## config.mk

```make
export PLATFORM = sky130hd
export DESIGN_NAME = rom_playback_sequencer
export DESIGN_NICKNAME = d
export VERILOG_FILES = /design/src/rtl/rom_playback_sequencer.sv
export SDC_FILE = /design/constraint.sdc
export NUM_CORES = 1
export LEC_CHECK = 0
export BUFFER_PORTS_ARGS = -buffer_cell sky130_fd_sc_hd__buf_2
export CAP_MARGIN = 20
export CORE_MARGIN = 4
export CORE_UTILIZATION = 49
export DETAILED_ROUTE_END_ITERATION = 7
export PLACE_DENSITY = 0.71
export SYNTH_ARGS = -nofsm -noshare
export SYNTH_HDL_FRONTEND = slang
export SYNTH_SLANG_ARGS = --single-unit
```

## constraint.sdc

```tcl
create_clock -name ADC_CLK_10 -period 2 [get_ports ADC_CLK_10]
set_input_delay 0.4 -clock ADC_CLK_10 [delete_from_list [all_inputs] [get_ports ADC_CLK_10]]
set_output_delay 0.4 -clock ADC_CLK_10 [all_outputs]
set_load 0.01 [all_outputs]
```

## src/rtl/rom_playback_sequencer.sv

```systemverilog
// rom_playback_sequencer: steps a stimulus ROM onto the lab-board switch/key lines, or passes the user inputs through in manual mode.
// Optional build macro SEQ_ONESHOT_EN: stop in DONE after the last step instead of looping.
module rom_playback_sequencer #(
  parameter int DIVIDE_BY = 2500000,
  parameter int TICK_W    = 22,
  parameter int LAST_STEP = 6,
  parameter int STEP_W    = 3,
  parameter int ADDR_W    = 8,
  parameter int ROM_LAT   = 1
) (
  input  logic              ADC_CLK_10,
  input  logic              reset_n,
  input  logic              mode_auto,
  input  logic [2:0]        man_sw,
  input  logic              man_key1,
  output logic [ADDR_W-1:0] rom_addr,
  input  logic [7:0]        rom_q,
  output logic [2:0]        out_sw,
  output logic              out_key1,
  output logic [STEP_W-1:0] step_idx,
  output logic              auto_active,
  output logic              seq_done
);
  typedef enum logic [2:0] {
    IDLE,
    FETCH,
    APPLY,
`ifdef SEQ_ONESHOT_EN
    HOLD,
    DONE
`else
    HOLD
`endif
  } state_t;

  state_t            state;
  logic [STEP_W-1:0] step;
  logic [TICK_W-1:0] cnt;
  logic              mode_m, mode_s;
  logic              unused_rom_hi;

  assign rom_addr      = ADDR_W'(step);
  assign step_idx      = step;
  assign unused_rom_hi = ^rom_q[7:4];

`ifndef SEQ_ONESHOT_EN
  assign seq_done = 1'b0;
`endif

  // Mode synchronizer plus the sequencing FSM; cnt times both ROM latency in FETCH and dwell in HOLD.
  always_ff @(posedge ADC_CLK_10) begin
    if (!reset_n) begin
      state       <= IDLE;
      step        <= '0;
      cnt         <= '0;
      mode_m      <= 1'b0;
      mode_s      <= 1'b0;
      out_sw      <= 3'b000;
      out_key1    <= 1'b1;
      auto_active <= 1'b0;
`ifdef SEQ_ONESHOT_EN
      seq_done    <= 1'b0;
`endif
    end else begin
      mode_m <= mode_auto;
      mode_s <= mode_m;
      if (state == IDLE) begin
        out_sw   <= man_sw;
        out_key1 <= man_key1;
      end
      if (!mode_s) begin
        state       <= IDLE;
        step        <= '0;
        cnt         <= '0;
        auto_active <= 1'b0;
`ifdef SEQ_ONESHOT_EN
        seq_done    <= 1'b0;
`endif
      end else begin
        case (state)
          IDLE: begin
            step        <= '0;
            cnt         <= '0;
            state       <= FETCH;
            auto_active <= 1'b1;
          end
          FETCH: begin
            if (cnt == TICK_W'(ROM_LAT - 1)) begin
              cnt   <= '0;
              state <= APPLY;
            end else begin
              cnt <= cnt + 1'b1;
            end
          end
          APPLY: begin
            out_sw   <= rom_q[2:0];
            out_key1 <= rom_q[3];
            cnt      <= '0;
            state    <= HOLD;
          end
          HOLD: begin
            if (cnt == TICK_W'(DIVIDE_BY - 1)) begin
              cnt <= '0;
              if (step == STEP_W'(LAST_STEP)) begin
`ifdef SEQ_ONESHOT_EN
                state    <= DONE;
                seq_done <= 1'b1;
`else
                step  <= '0;
                state <= FETCH;
`endif
              end else begin
                step  <= step + 1'b1;
                state <= FETCH;
              end
            end else begin
              cnt <= cnt + 1'b1;
            end
          end
`ifdef SEQ_ONESHOT_EN
          DONE: state <= DONE;
`endif
          default: state <= IDLE;
        endcase
      end
    end
  end
endmodule

```

* Word-level counts from Yosys, hierarchy flattened *
Cells that the tools add are included.
W data, S select, Z words.

cells by class
  $add $sub $neg = 2
  reductions and logical operators = 8
  eq/ne operators = 7
  multiplexer cells = 15

operators with widths
  operator                 number
  $pmux W22 S3             1
  $mux W22                 2
  $add A22 B1 Y22 const B  1
  $eq A22 B22 Y1 const B   1
  $logic_not A22 Y1        1
  $mux W3                  7
  $pmux W3 S4              1
  $eq A3 B2 Y1 const B     2
  $pmux W3 S2              1
  $reduce_and A2 Y1        3
  $ne A2 B2 Y1 const B     2
  $add A3 B1 Y3 const B    1
  $eq A3 B1 Y1 const B     1
  $eq A3 B3 Y1 const B     1
  $logic_not A3 Y1         1
  $mux W1                  3
  $reduce_bool A3 Y1       1
  $reduce_bool A2 Y1       1
  $reduce_or A2 Y1         1

word-level totals
  input bits = 15
  register bits after elaboration = 35
  logic and storage cells = 40
  output and inout port bits = 17

* Logic depth before layout (Yosys ltp) *
  depth in word-level cells = 4
  depth in mapped cells = 7
  gate-level depth less buffers = 6

* Least setup slack after synthesis *
OpenSTA, ideal clock, no wires.

  path type = reg-to-reg
  start = register cnt[0]
  end = register step[2] (netlist: step_idx[2])
  path buffers = 0
  setup time = 0.070 ns
  data arrival time = 1.964 ns
  clock period less this slack = 2.035 ns
  stages on the path, launching flop included = 7
  slack = -0.035 ns
  required time = 1.930 ns
  cells stage by stage = dfxtp_1 ha_1 nand4_2 or3_1 or3_4 or4_1 a21oi_1

between the ends
  cells in the longest elaborated chain, start to end = 3

ends and longest elaborated chain
  element                      line  RTL
  start: declaration           38    logic [TICK_W-1:0] cnt;
  start signal: assignment     92    cnt <= cnt + 1'b1;
  start signal: assignment     117   cnt <= cnt + 1'b1;
  $eq A22 B22 Y1               102   if (cnt == TICK_W'(DIVIDE_BY - 1)) begin
  $ne A2 B2 Y1 (no line)       n/a
  $reduce_and A2 Y1 (no line)  n/a
  end signal: assignment       113   step <= step + 1'b1;
  end: declaration             37    logic [STEP_W-1:0] step;

No other way between the ends.
A chain may end at the register's enable or synchronous reset.

* Worst setup path in the final report *
  start = register cnt[1]
  end = register step[2] (netlist: step_idx[2])

Same word-level chain as after synthesis.

==> reports/qor.txt <==
====================================================================================================
TritonCTS Buffers                                                                                  5
Diode count                                                                                        0
Hold buffer count at CTS                                                                           0
Clock-pin slew reported for the worst setup and hold paths after clock tree synthesis        0.10 ns
Clock network latency to the later pin of the worst-skew pair                                0.34 ns
Multi-input gate area                                                                    922.1 sq um
Detailed-route via count                                                                        1374
Crit path kind                                                                          flip-flop to flip-flop
Source of the worst register-to-register timing path                                    cnt[1]$_SDFFE_PN0P_
Maximum Capacitance Violations                                                                     0
Maximum net fanout on the critical path                                                            5
Final standard cell count with taps included and fillers excluded                                277
Number of cells after detailed placement                                                         269
Initial antenna violation count                                                                    0
Maximum number of pins on one net before global-route repair                                      23
Setup crit start                                                                        cnt[1]$_SDFFE_PN0P_
Fmax                                                                                      0.5089 GHz
Fin crit share                                                                                98.26%
Required time at the worst-slack endpoint                                                    2.28 ns
Synthesized area                                                                          1684 sq um
Die extent in y                                                                             66.63 um
Number of synthesized register bits                                                               34
Area of all sequential standard cells                                                    683.2 sq um
Critical path data arrival time                                                              2.24 ns
Overall routing resource usage                                                                15.96%
Final RePlAce weighted congestion                                                             0.8758
Number of global-route vias before repair                                                       1238
Wire length of the first global-routing pass                                                 5326 um
Worst min-delay path category                                                           input pin to flip-flop
Fraction of final layout cells sized beyond drive strength 1                                  23.38%
Depth of the CTS H-tree                                                                            2
Outcome                                                                                 finished, final reports clean
Clock root buffer                                                                           clkbuf_4
Maximum vdd drop                                                                            419.6 uV
TritonRoute pass-1 iters                                                                           4
Mean routed wirelength per cell                                                             11.19 um
Final Worst Setup Slack                                                                   0.03482 ns
DIE WIDTH                                                                                   66.63 um
Total Die Area                                                                            4439 sq um
Pwr dens                                                                                599.4 nW/um^2
Initial standard-cell utilization of the core                                                 50.47%
P&R area growth vs syn                                                                        18.65%
Vias per cell                                                                                  4.960
Hold Path Origin                                                                           mode_auto
WL final                                                                                     3101 um
Post-layout minimum cycle time                                                              1.965 ns
Sequential element share of the synthesized area                                              40.42%
Remaining DRCs                                                                                     0
Buffers added on ports                                                                            21
Number of synthesized flops with an enable pin                                                     0
Overflow after GRT                                                                                 0
Post-detailed-route count of antenna-violating nets                                                0
Number of cell rows                                                                               21
Number of instances in the synthesized netlist                                                   199
Worst Setup Start Kind                                                                     flip-flop
Share of flip-flops with an asynchronous set or reset after synthesis                             0%
Reported leakage power                                                                  0.0008146 uW
Final Max Tran Viols                                                                               0
Synth Flop Type                                                                              dfxtp_1
Count of unique library cells instantiated by Yosys                                               33
Net count of the finished layout                                                                 252
Fillcell total                                                                                   328
I/O pin count                                                                                     32
Mean Syn Cell Area                                                                       8.463 sq um
Number of hold violations in the final report                                                      0
Clk_skew                                                                                 0.005385 ns
Area of the core region                                                                   3337 sq um
Number of setup violations in the final report                                                     0
TritonCTS clock tree                                                                             yes
Place WS                                                                                -0.005121 ns
Type of destination of the critical path                                                   flip-flop
Yosys synthesis warning count                                                                      0
RSZ-0062 raised after global routing                                                            true
Sink count of the clock tree                                                                      34
Placed wire-length estimate after detailed placement                                         2268 um
Maximum clock insertion buffer count                                                               2
Number of violations reported at the end of detailed-routing iteration 0                          64
====================================================================================================
where the power goes:
| group | internal [uW] | switching, uW | total [uW] |
|---|---|---|---|
| sequential | 684 | 3.82 | 688 |
| combinational | 20.2 | 23.3 | 43.5 |
| clock | 240 | 226 | 466 |
final cells by class:
cell class	instances	share of cell area [%]
clock buffer	8	3.945
multi-input combinational	145	46.15
sequential	34	34.19
inverter	9	1.691
tap	46	2.880
timing repair buffer	35	11.15
metal layers:
metal,wire [um],vias up,global-route usage (%)
met5,0,-,0
met4,59,0,6.853
met3,123,6,5.565
met2,1474,16,24.88
met1,1443,635,19.75
li1,-,717,-
registers in the layout, summed over array words and instances, names as in the netlist:
name         count
out_sw           3
mode_m           1
auto_active      1
mode_s           1
out_key1         1
state            2
step_idx         3
cnt             22
cell usage after synthesis (3+ instances only):
master | instances | area (sq um)
xnor2_1 | 6 | 52.55
dfxtp_1 | 34 | 680.7
xor2_1 | 14 | 122.6
ha_1 | 7 | 87.58
nand2_1 | 19 | 71.32
nor2_1 | 30 | 112.6
nor3_1 | 3 | 15.01
buf_2 | 3 | 15.01
o21ai_0 | 3 | 15.01
nand3_1 | 17 | 85.08
nor4_1 | 6 | 37.54
buf_4 | 9 | 67.56
o211a_1 | 3 | 30.03
mux2i_1 | 5 | 50.05
inv_1 | 9 | 33.78
nand4_1 | 7 | 43.79
layout by cell type (no fill, tap or decap), types with 6 or more instances in the layout:
master | synthesis | layout
xnor2_1 | 6 | 6
nor2_1 | 30 | 30
nand3_1 | 17 | 17
ha_1 | 7 | 6
buf_2 | 3 | 21
buf_4 | 9 | 13
inv_1 | 9 | 9
xor2_1 | 14 | 14
dfxtp_1 | 34 | 32
conb_1 | 1 | 6
nor4_1 | 6 | 6
nand2_1 | 19 | 19
nand4_1 | 7 | 7
stage by stage:
| stage | utilization (%) | TNS, ns | hold WS [ns] | area (sq um) | power (uW) |
|---|---|---|---|---|---|
| finish | 59.88 | 0 | 0.2676 | 1998 | 1198 |
| global route | 59.88 | -0.04190 | 0.2523 | 1998 | 1258 |
| CTS | 59.09 | 0 | 0.2552 | 1972 | 1216 |
| detailed placement | 56.54 | -0.005121 | 0.4333 | 1887 | 747.3 |
| global placement | 56.54 | 0 | 0.4152 | 1887 | 745.5 |
| floorplan | - | 0 | 0.4119 | 1707 | 738.4 |
logic make-up after synthesis:
group | share of synthesized area [%]
AO/OA/AOI/OAI | 5.647
XOR/XNOR | 10.40
adder cells (fa/ha/maj) | 5.200
buffers and inverters | 7.949
flip-flops | 40.42
multiplexers | 2.972
other | 0.2227
AND/OR/NAND/NOR | 27.19
worst max-delay path, cell delays in order, from the launching register on:
cell and delay (ns):
dfxtp_2 0.36, ha_4 0.15, nand4_4 0.10, or3_4 0.34, or3_4 0.41, or4_4 0.42
a21oi_2 0.11
final timing paths:
| path | cells past startpoint | slack [ns] | end |
|---|---|---|---|
| worst max register to register | 6 | 0.03 | step_idx[2]$_SDFFE_PN0P_ |
| worst min register to register | 1 | 0.45 | mode_s$_SDFF_PN0_ |
| worst max-delay path | 6 | 0.03 | step_idx[2]$_SDFFE_PN0P_ |
| worst min-delay path | 2 | 0.27 | mode_m$_SDFF_PN0_ |
repair_timing:
action / CTS / global route
setup endpoints to repair: 1 / 3
setup buffers: 0 / 0
gates resized for setup: 2 / 4
pin swaps: 1 / 2
(Power assumes the default switching activity.)
